$ cat src/rtl/vga_timing_gen.sv
// VGA raster timing generator: pixel-clock divider, h/v counters, registered
// sync/active-video decode, line/frame pulses and a completed-frame counter.
module vga_timing_gen #(
  parameter int   H_ACTIVE = 640,
  parameter int   H_FP     = 16,
  parameter int   H_SYNC   = 96,
  parameter int   H_BP     = 48,
  parameter int   V_ACTIVE = 480,
  parameter int   V_FP     = 10,
  parameter int   V_SYNC   = 2,
  parameter int   V_BP     = 33,
  parameter logic HS_POL   = 1'b0,
  parameter logic VS_POL   = 1'b0,
  parameter int   CLK_DIV  = 2,
  parameter int   CNT_W    = 10,
  parameter int   FRAME_W  = 8
) (
  input  logic               clk,
  input  logic               rst,
  input  logic               en,
  output logic               pix_ce,
  output logic               vga_clk,
  output logic [CNT_W-1:0]   h_count,
  output logic [CNT_W-1:0]   v_count,
  output logic               hsync,
  output logic               vsync,
  output logic               display_area,
  output logic               line_start,
  output logic               frame_start,
  output logic [FRAME_W-1:0] frame_count
);
  localparam int H_TOTAL = H_ACTIVE + H_FP + H_SYNC + H_BP;
  localparam int V_TOTAL = V_ACTIVE + V_FP + V_SYNC + V_BP;
  localparam int DIV_W   = (CLK_DIV > 2) ? $clog2(CLK_DIV) : 1;
  localparam bit CFG_OK  = ((H_TOTAL - 1) <= (2**CNT_W - 1)) &&
                           ((V_TOTAL - 1) <= (2**CNT_W - 1)) &&
                           (CLK_DIV >= 2) && (CLK_DIV <= 16);

  localparam logic [DIV_W-1:0] DIV_MAX  = DIV_W'(CLK_DIV - 1);
  localparam logic [DIV_W-1:0] DIV_HALF = DIV_W'(CLK_DIV / 2);
  localparam logic [CNT_W-1:0] H_LAST   = CNT_W'(H_TOTAL - 1);
  localparam logic [CNT_W-1:0] V_LAST   = CNT_W'(V_TOTAL - 1);
  localparam logic [CNT_W-1:0] H_VIS    = CNT_W'(H_ACTIVE);
  localparam logic [CNT_W-1:0] V_VIS    = CNT_W'(V_ACTIVE);
  localparam logic [CNT_W-1:0] HS_BEG   = CNT_W'(H_ACTIVE + H_FP);
  localparam logic [CNT_W-1:0] HS_END   = CNT_W'(H_ACTIVE + H_FP + H_SYNC);
  localparam logic [CNT_W-1:0] VS_BEG   = CNT_W'(V_ACTIVE + V_FP);
  localparam logic [CNT_W-1:0] VS_END   = CNT_W'(V_ACTIVE + V_FP + V_SYNC);

  logic               r_run;
  logic [DIV_W-1:0]   r_div;
  logic [CNT_W-1:0]   r_h;
  logic [CNT_W-1:0]   r_v;
  logic               r_pix_ce;
  logic               r_vga_clk;
  logic               r_hsync;
  logic               r_vsync;
  logic               r_de;
  logic               r_ls;
  logic               r_fs;
  logic [FRAME_W-1:0] r_fc;

  logic [DIV_W-1:0]   w_div_n;
  logic [CNT_W-1:0]   w_h_n;
  logic [CNT_W-1:0]   w_v_n;
  logic               w_ce_n;

  // The first enabled cycle (r_run low) parks at (0,0) with divider 0, so the
  // first pixel strobe lands CLK_DIV clocks after enable or reset release.
  always_comb begin
    w_div_n = '0;
    w_h_n   = '0;
    w_v_n   = '0;
    if (en && r_run) begin
      w_h_n = r_h;
      w_v_n = r_v;
      if (r_div == DIV_MAX) begin
        if (r_h == H_LAST) begin
          w_h_n = '0;
          w_v_n = (r_v == V_LAST) ? '0 : r_v + CNT_W'(1);
        end else begin
          w_h_n = r_h + CNT_W'(1);
        end
      end else begin
        w_div_n = r_div + DIV_W'(1);
      end
    end
    w_ce_n = en && (w_div_n == DIV_MAX);
  end

  always_ff @(posedge clk) begin
    if (!rst) begin
      r_run     <= 1'b0;
      r_div     <= '0;
      r_h       <= '0;
      r_v       <= '0;
      r_pix_ce  <= 1'b0;
      r_vga_clk <= 1'b0;
      r_hsync   <= ~HS_POL;
      r_vsync   <= ~VS_POL;
      r_de      <= 1'b0;
      r_ls      <= 1'b0;
      r_fs      <= 1'b0;
      r_fc      <= '0;
    end else begin
      if (r_fs) r_fc <= r_fc + FRAME_W'(1);
      r_run     <= en;
      r_div     <= w_div_n;
      r_h       <= w_h_n;
      r_v       <= w_v_n;
      r_pix_ce  <= w_ce_n;
      r_vga_clk <= en && (w_div_n >= DIV_HALF);
      r_hsync   <= (en && w_h_n >= HS_BEG && w_h_n < HS_END) ? HS_POL : ~HS_POL;
      r_vsync   <= (en && w_v_n >= VS_BEG && w_v_n < VS_END) ? VS_POL : ~VS_POL;
      r_de      <= en && (w_h_n < H_VIS) && (w_v_n < V_VIS);
      r_ls      <= w_ce_n && (w_h_n == H_LAST);
      r_fs      <= w_ce_n && (w_h_n == H_LAST) && (w_v_n == V_LAST);
    end
  end

  always_ff @(posedge clk) begin
    assert (CFG_OK)
      else $error("vga_timing_gen: totals exceed CNT_W range or CLK_DIV outside 2..16");
  end

  assign pix_ce       = r_pix_ce;
  assign vga_clk      = r_vga_clk;
  assign h_count      = r_h;
  assign v_count      = r_v;
  assign hsync        = r_hsync;
  assign vsync        = r_vsync;
  assign display_area = r_de;
  assign line_start   = r_ls;
  assign frame_start  = r_fs;
  assign frame_count  = r_fc;
endmodule

$ cat config.mk
export PLATFORM = sky130hd
export DESIGN_NAME = vga_timing_gen
export DESIGN_NICKNAME = d
export VERILOG_FILES = /design/src/rtl/vga_timing_gen.sv
export SDC_FILE = /design/constraint.sdc
export NUM_CORES = 1
export LEC_CHECK = 0
export CAP_MARGIN = 20
export CORE_MARGIN = 4
export CORE_UTILIZATION = 47
export CTS_BUF_LIST = sky130_fd_sc_hd__clkbuf_4
export DETAILED_ROUTE_END_ITERATION = 12
export GPL_ROUTABILITY_DRIVEN = 0
export PLACE_DENSITY_LB_ADDON = 0.2
export SYNTH_ARGS = -nofsm -noshare
export SYNTH_HDL_FRONTEND = slang
export SYNTH_SLANG_ARGS = --single-unit
$ cat constraint.sdc
create_clock -name clk -period 2.5 [get_ports clk]
set_input_delay 0.5 -clock clk [delete_from_list [all_inputs] [get_ports clk]]
set_output_delay 0.5 -clock clk [all_outputs]
set_load 0.02 [all_outputs]
Yosys cells after proc, flatten, opt, wreduce, memory -nomap -nowiden
Index checks and enable logic that the tools add are counted.

Bits in registers: 37. Input port bits: 3. Output and inout bits: 35. Word-level logic and storage cells: 49.

Add/subtract/negate cells: 4. $lt $le $gt $ge: 7. Eq/ne operators: 4. Muxes and demuxes: 11. Reduce and logical (&&, ||, !) cells: 11.

Operators with widths (number): 10-bit two-way mux (7); 10-bit equality test (second input constant) (4); 10-bit by 1-bit adder with 10-bit output (second input constant) (2); 10-bit less-than comparator (second input constant) (2); 10-bit by 9-bit less-than comparator with 1-bit output (second input constant) (2); 1-bit logical AND (11); 10-bit >= comparator (second input constant) (1); 10-bit by 9-bit >= comparator with 1-bit output (second input constant) (1); 8-bit by 1-bit adder with 8-bit output (second input constant) (1); 1-bit two-way mux (4); 1-bit adder (second input constant) (1); 1-bit >= comparator (second input constant) (1).

Depth between registers and ports, before layout
Gate-level depths: netlist of run 1.

Word-level depth: 9. Gate-level depth with buffers: 9. Gate-level depth less buffers: 8.

Worst setup path after synthesis of run 1
No wires, ideal clock.

Kind: reg2reg. Start point: register r_h[2] (netlist: h_count[2]). End point: register r_de (netlist: display_area). Library setup time: 0.117 ns. Data arrival time: 2.407 ns. Required time: 2.383 ns. Path slack: -0.023 ns. Stages on the path, launching flop included: 9. Buffers on the path: 2. Period minus slack after synthesis: 2.523 ns. Cells stage by stage: dfxtp_1 or3b_4 or4_4 buf_6 buf_6 nor3_2 a21oi_2 nor4_2 and4b_1.

Word-level cells in the longest chain between the ends: 7. Elaborated cells on any way between the ends: 12. Those cells by class: add/sub: 1; order compare: 2; eq/ne: 1; mux: 6; reduce/logical: 2.

RTL lines: from (decl) (RTL line 52) `logic [CNT_W-1:0] r_h;`; from (signal assigned) (RTL line 109) `r_h <= w_h_n;`; 10-bit by 1-bit adder with 10-bit output / 10-bit equality test (equally long branches) (RTL line 82, 78); 10-bit two-way mux (RTL line 78) `if (r_h == H_LAST) begin`; 10-bit two-way mux (RTL line 77) `if (r_div == DIV_MAX) begin`; 10-bit two-way mux (RTL line 74) `if (en && r_run) begin`; 10-bit less-than comparator (RTL line 115) `r_de <= en && (w_h_n < H_VIS) && (w_v_n < V_VIS);`; 1-bit logical AND (RTL line 115); 1-bit logical AND * (RTL line 115); to (signal assigned) (RTL line 115); to (decl) (RTL line 58) `logic r_de;`.

Mark *: on every way between the ends. The rest lies on a longest branch, timed or not. A chain may end at the register's enable or synchronous reset.

Worst setup path in the final report of run 1
Ends and elaborated chain as after synthesis.

==> results of run 1 <==
## critical path, stage by stage (launching register included)
cell     delay (ns)
dfxtp_4        0.39
or3b_4         0.39
or4_4          0.59
buf_4          0.18
o31a_1         0.30
o21ai_1        0.17
nor4_2         0.07
and4b_1        0.24
## placed cells by master, fill, tap and decap left out, types with 2 or more instances in the layout
| cell | n |
|---|---|
| nor4b_1 | 2 |
| and2_1 | 5 |
| or3_1 | 4 |
| a21o_1 | 2 |
| and4b_1 | 2 |
| ha_1 | 3 |
| xnor2_1 | 12 |
| a211oi_1 | 2 |
| nand3_1 | 3 |
| nor3_1 | 4 |
| o21a_1 | 2 |
| nor3b_1 | 2 |
| nor3_2 | 2 |
| nor2_1 | 26 |
| nand4_1 | 11 |
| mux2i_1 | 4 |
| o21ai_0 | 5 |
| inv_1 | 4 |
| clkbuf_4 | 6 |
| a21oi_1 | 6 |
| buf_4 | 12 |
| or4_1 | 3 |
| dfxtp_1 | 33 |
| and3_1 | 2 |
| nand2_1 | 23 |
| a21boi_0 | 2 |
| clkdlybuf4s50_1 | 37 |
| nor4_2 | 2 |
| or2_2 | 2 |
| o21ai_1 | 2 |
| dfxtp_2 | 2 |
| and4_1 | 2 |
| xor2_1 | 4 |
## timing repair
item | in CTS | in global routing
setup endpoints to repair | 0 | 3
setup buffers | 0 | 2
hold buffers | 0 | 0
resized for setup | 0 | 5
## cell families (layout without fill, tap and decap cells)
family / count (synthesis) / after routing / share of synthesized area [%]
buffers and inverters: 11 / 62 / 3.43
flip-flops: 36 / 36 / 40.3
adder cells (fa/ha/maj): 4 / 4 / 2.80
multiplexers: 4 / 4 / 2.24
AND/OR/NAND/NOR: 101 / 101 / 31.3
AO/OA/AOI/OAI: 32 / 32 / 12.1
XOR/XNOR: 16 / 16 / 7.83
## final timing paths
| kind | startpoint | endpoint | cells after the start |
|---|---|---|---|
| hold reg to reg | frame_count[7] | frame_count[7] | 2 |
| setup reg to reg | h_count[2] | display_area | 7 |
| setup / recovery | h_count[2] | display_area | 7 |
| hold / removal | frame_count[7] | frame_count[7] | 2 |
## power breakdown
group	internal (µW)	switching [µW]	leakage, µW	total (µW)
Clock	118	192	0.0000293	310
Combinational	12.9	14.5	0.000449	27.4
Sequential	575	2.17	0.000292	577
## stage by stage
| stage | util, % | worst slack [ns] | area, µm² |
|---|---|---|---|
| detailed placement | 61.7 | 0.0748 | 2260 |
| finish | 64.0 | 0.120 | 2340 |
| global route | 64.0 | 0.00502 | 2340 |
| floorplan | - | 0.0477 | 1790 |
| global placement | 61.7 | 0.136 | 2260 |
| CTS | 63.2 | 0.0562 | 2310 |
## layer usage
layer	vias to the layer above	global-route usage (%)	part of all wire [%]
met5	-	0	0
met4	0	9.15	2.4
met3	11	4.06	5.6
met2	55	27.0	45
met1	778	25.1	47
li1	834	-	-
## cell type report
type	instances	area, µm²
multi-input cells	157	1020
inverters	4	15.0
well taps	48	60.1
clock buffers	6	45.0
flip-flops and latches	36	727
repair buffers	50	465
clock inverters	2	11.3
fillers	335	1320
## registers in the layout (all words and copies together), names as in the netlist
name,cells
h_count,10
v_count,10
frame_count,8
display_area,1
frame_start,1
hsync,1
line_start,1
pix_ce,1
r_div,1
r_run,1
vsync,1
==> flow_summary.toml, run 1 <==
[synthesis]
yosysSeqAreaShare_pct = 40.3
synth_fp_nets = 211
yosysMostFrequentCell = "dfxtp_1"
async_flop_share_pct = 0
synth_common_cells = "dfxtp_1 (36), nor2_1 (26), nand2_1 (23)"
synth_seq_cells = 36
synth-edff-count = 0
syn_area_um2 = 1790
synth.distinct_cells = 49
synthCells = 204
synth.top_cell.area_share_pct = 40.3
synth_area_leader_cell = "dfxtp_1"
synthTopCellsByArea = "dfxtp_1 (40%), xnor2_1 (5.9%), nor2_1 (5.5%), nand2_1 (4.8%), nand4_1 (3.8%)"
yosys_warnings = 0
ys.flop_type = "dfxtp_1"
syn_avg_cell_area_um2 = 8.77

[routing]
remaining_drc_errors = 0
routed_via_density = 5.54
wirelength_um = 4310
routedWlPerCell_um = 14.2
antenna_left = 0
vias = 1678
firstDrtPassIters = 4
drt_iter0_markers = 127

[sta]
hold_viol_final = 0
fin_crit_ns = 2.38
finalCritPeriodShare_pct = 95.2
tns_ns = 0
max_freq_mhz = 420
whs_ns = 0.500
max_slew_margin_pct = 74.8
finalMaxSlewViolations = 0
finClkSkew_ns = 0.00930
rsz0062_at_grt = "no"
worst-slew-pin-transition_ns = 0.372
finalSetupViolations = 0

[placed_design]
portBuffers = 37
dp_hpwl_um = 3190
place_inst = 293

[run]
cap_violations = 0

[clock_tree]
cts_tree = "built"
clkTransAtPathRegs_ns = 0.11
clock_tree.buffer_depth = 2
clock-sinks = 36
h-tree-depth = 2
clock_latency_ns = 0.34
cts_buffers = 5
cts_root_buffer = "clkbuf_4"

[global_routing]
antenna_found_initial = 0
grt_pass1_vias = 1498
grt_max_degree = 15
grt_use_total_pct = 18.3
grt_overflow_total = 0
grt_pass1_wl_um = 7240

[layout]
final_cells = 303
n_antenna_cell = 0
fin_nets = 261
areaGrowthSynthToFinish_pct = 30.9
drive_gt1_share_pct = 13.7

[floorplanning]
initial_core_util_pct = 48.9
fp.dieW_um = 69.7
die-area_um2 = 4860
die_y_um = 69.7
core_um2 = 3660
floorplan.rows = 22
ios = 38

[setup_path]
critical_path_class = "register to register"
rrSetupSlack_ns = 0.12
critPathLaunchType = "register"
end_kind = "register"
worst-path-max-fanout = 7
cp.arrival_ns = 2.67
required_ns = 2.79

[power_and_ir_drop]
p_leak_uw = 0.000771
power_uw = 914
ir_drop_v = 0.000325
pwr_density_cell_nw_per_um2 = 390

[status]
status = "finished, final reports clean"

[hold_path]
hold_class = "register to register"
Power figures use the tool's default switching activity.
==> inputs of run 2 (changes only) <==
Settings changed: CORE_MARGIN 4 to default.
==> run 2 against run 1 <==
Effect of this change: die area down 16%; global-route usage up 3.8 points; worst hold slack better by 0.0015 ns; cell count down 0.33%; fmax down 0.68%; largest cell class unchanged; critical endpoint unchanged.
==> flow_summary.toml, run 2 (synthesized netlist as in run 1, its figures left out) <==
[sta]
fin_crit_ns = 2.40
tns_ns = 0
finalSetupViolations = 0
finalMaxSlewViolations = 0
max_freq_mhz = 417
whs_ns = 0.502
finClkSkew_ns = 0.0134
worst-slew-pin-transition_ns = 0.365
hold_viol_final = 0
rsz0062_at_grt = "no"
setup_ws_ns = 0.104
finalCritPeriodShare_pct = 95.8
max_slew_margin_pct = 75.5

[floorplanning]
core_um2 = 3660
ios = 38
initial_core_util_pct = 48.9
fp.dieW_um = 63.7
die_y_um = 63.7
floorplan.rows = 22
die-area_um2 = 4060

[routing]
routed_via_density = 5.56
routedWlPerCell_um = 13.8
drt_iter0_markers = 145
antenna_left = 0
firstDrtPassIters = 4
vias = 1680
wirelength_um = 4160
remaining_drc_errors = 0

[global_routing]
grt_use_total_pct = 22.1
grt_overflow_total = 0
antenna_found_initial = 0
grt_pass1_wl_um = 7030
grt_max_degree = 12
grt_pass1_vias = 1470

[setup_path]
cp.arrival_ns = 2.68
startpoint = "h_count[2]"
rr_endpoint = "display_area"
worst-path-max-fanout = 6
crit-reg2reg-launch = "h_count[2]"
r2r_cells = 6
end_kind = "register"
critPathLaunchType = "register"
required_ns = 2.79
critical_path_class = "register to register"
cp-endpoint = "display_area"
rrSetupSlack_ns = 0.10

[layout]
areaGrowthSynthToFinish_pct = 32.4
final_common_cell = "clkdlybuf4s50_1"
final_cell_mix = "clkdlybuf4s50_1 (37), dfxtp_1 (33), nor2_1 (26)"
fin_area_um2 = 2370
drive_gt1_share_pct = 14.2
n_antenna_cell = 0
fin_nets = 260

[hold_path]
hold_class = "register to register"

[clock_tree]
cts_tree = "built"
cts_buffers = 5
h-tree-depth = 2
cts_root_buffer = "clkbuf_4"
clkTransAtPathRegs_ns = 0.11
clock_latency_ns = 0.35
clock_tree.buffer_depth = 2
clock-sinks = 36

[run]
cap_violations = 0

[power_and_ir_drop]
power_uw = 1030
ir_drop_v = 0.000365
p_leak_uw = 0.000779
pwr_density_cell_nw_per_um2 = 433

[placed_design]
dp_slack_ns = 0.0263
placed_area_um2 = 2230
portBuffers = 37
dp_hpwl_um = 2960

[status]
status = "finished, final reports clean"
==> run 2: cell types whose count changed in the layout (fill, tap and decap cells not counted) <==
| cell | before | now |
|---|---|---|
| or4_2 | 0 | 1 |
| buf_4 | 12 | 11 |
| buf_2 | 1 | 0 |
| clkinv_2 | 0 | 1 |
| clkinv_1 | 1 | 0 |
| clkinvlp_4 | 1 | 0 |
| o311ai_2 | 0 | 1 |
| o311ai_1 | 1 | 0 |
| bufinv_16 | 0 | 1 |
==> run 2: cell type report <==
class,instances,area [µm²]
Sequential cell,36,727
Clock buffer,6,45.0
Timing Repair Buffer,48,453
Inverter,4,15.0
Clock inverter,2,35.0
Tap cell,48,60.1
Fill cell,337,1290
Multi-Input combinational cell,158,1030
==> run 2: timing repair <==
action | 4_1_cts | 5_1_grt
gates cloned | 0 | 1
hold buffers | 0 | 0
endpoints found under the setup margin | 1 | 3
gates resized for setup | 2 | 4
pin swaps | 2 | 4
buffers inserted | 2 | 1
==> run 2: layer usage <==
metal	up-vias	share of wire (%)	global-route usage (%)
met2	55	44	30.5
met3	7	4.7	5.80
met1	789	49	31.7
met5	-	0	0
met4	0	1.6	9.94
li1	829	-	-
==> run 2: worst min path at each step <==
stage / depth (start not counted) / slack, ns / to / start
floorplan: 1 / 0.48 / pix_ce / r_run
global placement: 2 / 0.48 / frame_count[7] / frame_count[7]
detailed placement: 2 / 0.50 / frame_count[5] / frame_count[5]
CTS: 2 / 0.51 / frame_count[7] / frame_count[7]
global route: 2 / 0.54 / frame_count[7] / frame_count[7]
finish: 2 / 0.50 / frame_count[7] / frame_count[7]
==> run 2: worst max-delay path, cell delays in order (launching register included) <==
cell     delay (ns)
dfxtp_4        0.39
or3b_4         0.40
or4_2          0.69
o31a_1         0.35
o21ai_1        0.18
nor4_2         0.09
and4b_1        0.24
==> run 2: through the flow <==
| step | utilization (%) | instances |
|---|---|---|
| 6_report | 64.7 | 302 |
| 5_1_grt | 64.7 | 302 |
| 4_1_cts | 63.7 | 300 |
| 3_5_place_dp | 61.0 | 290 |
| 3_3_place_gp | 61.0 | 290 |
| 2_1_floorplan | - | 204 |
==> run 2: where the power goes <==
group / internal, µW / leakage, µW / switching, µW
logic: 12.1 / 0.000441 / 14.4
registers: 575 / 0.000292 / 2.17
clock network: 221 / 0.0000456 / 203
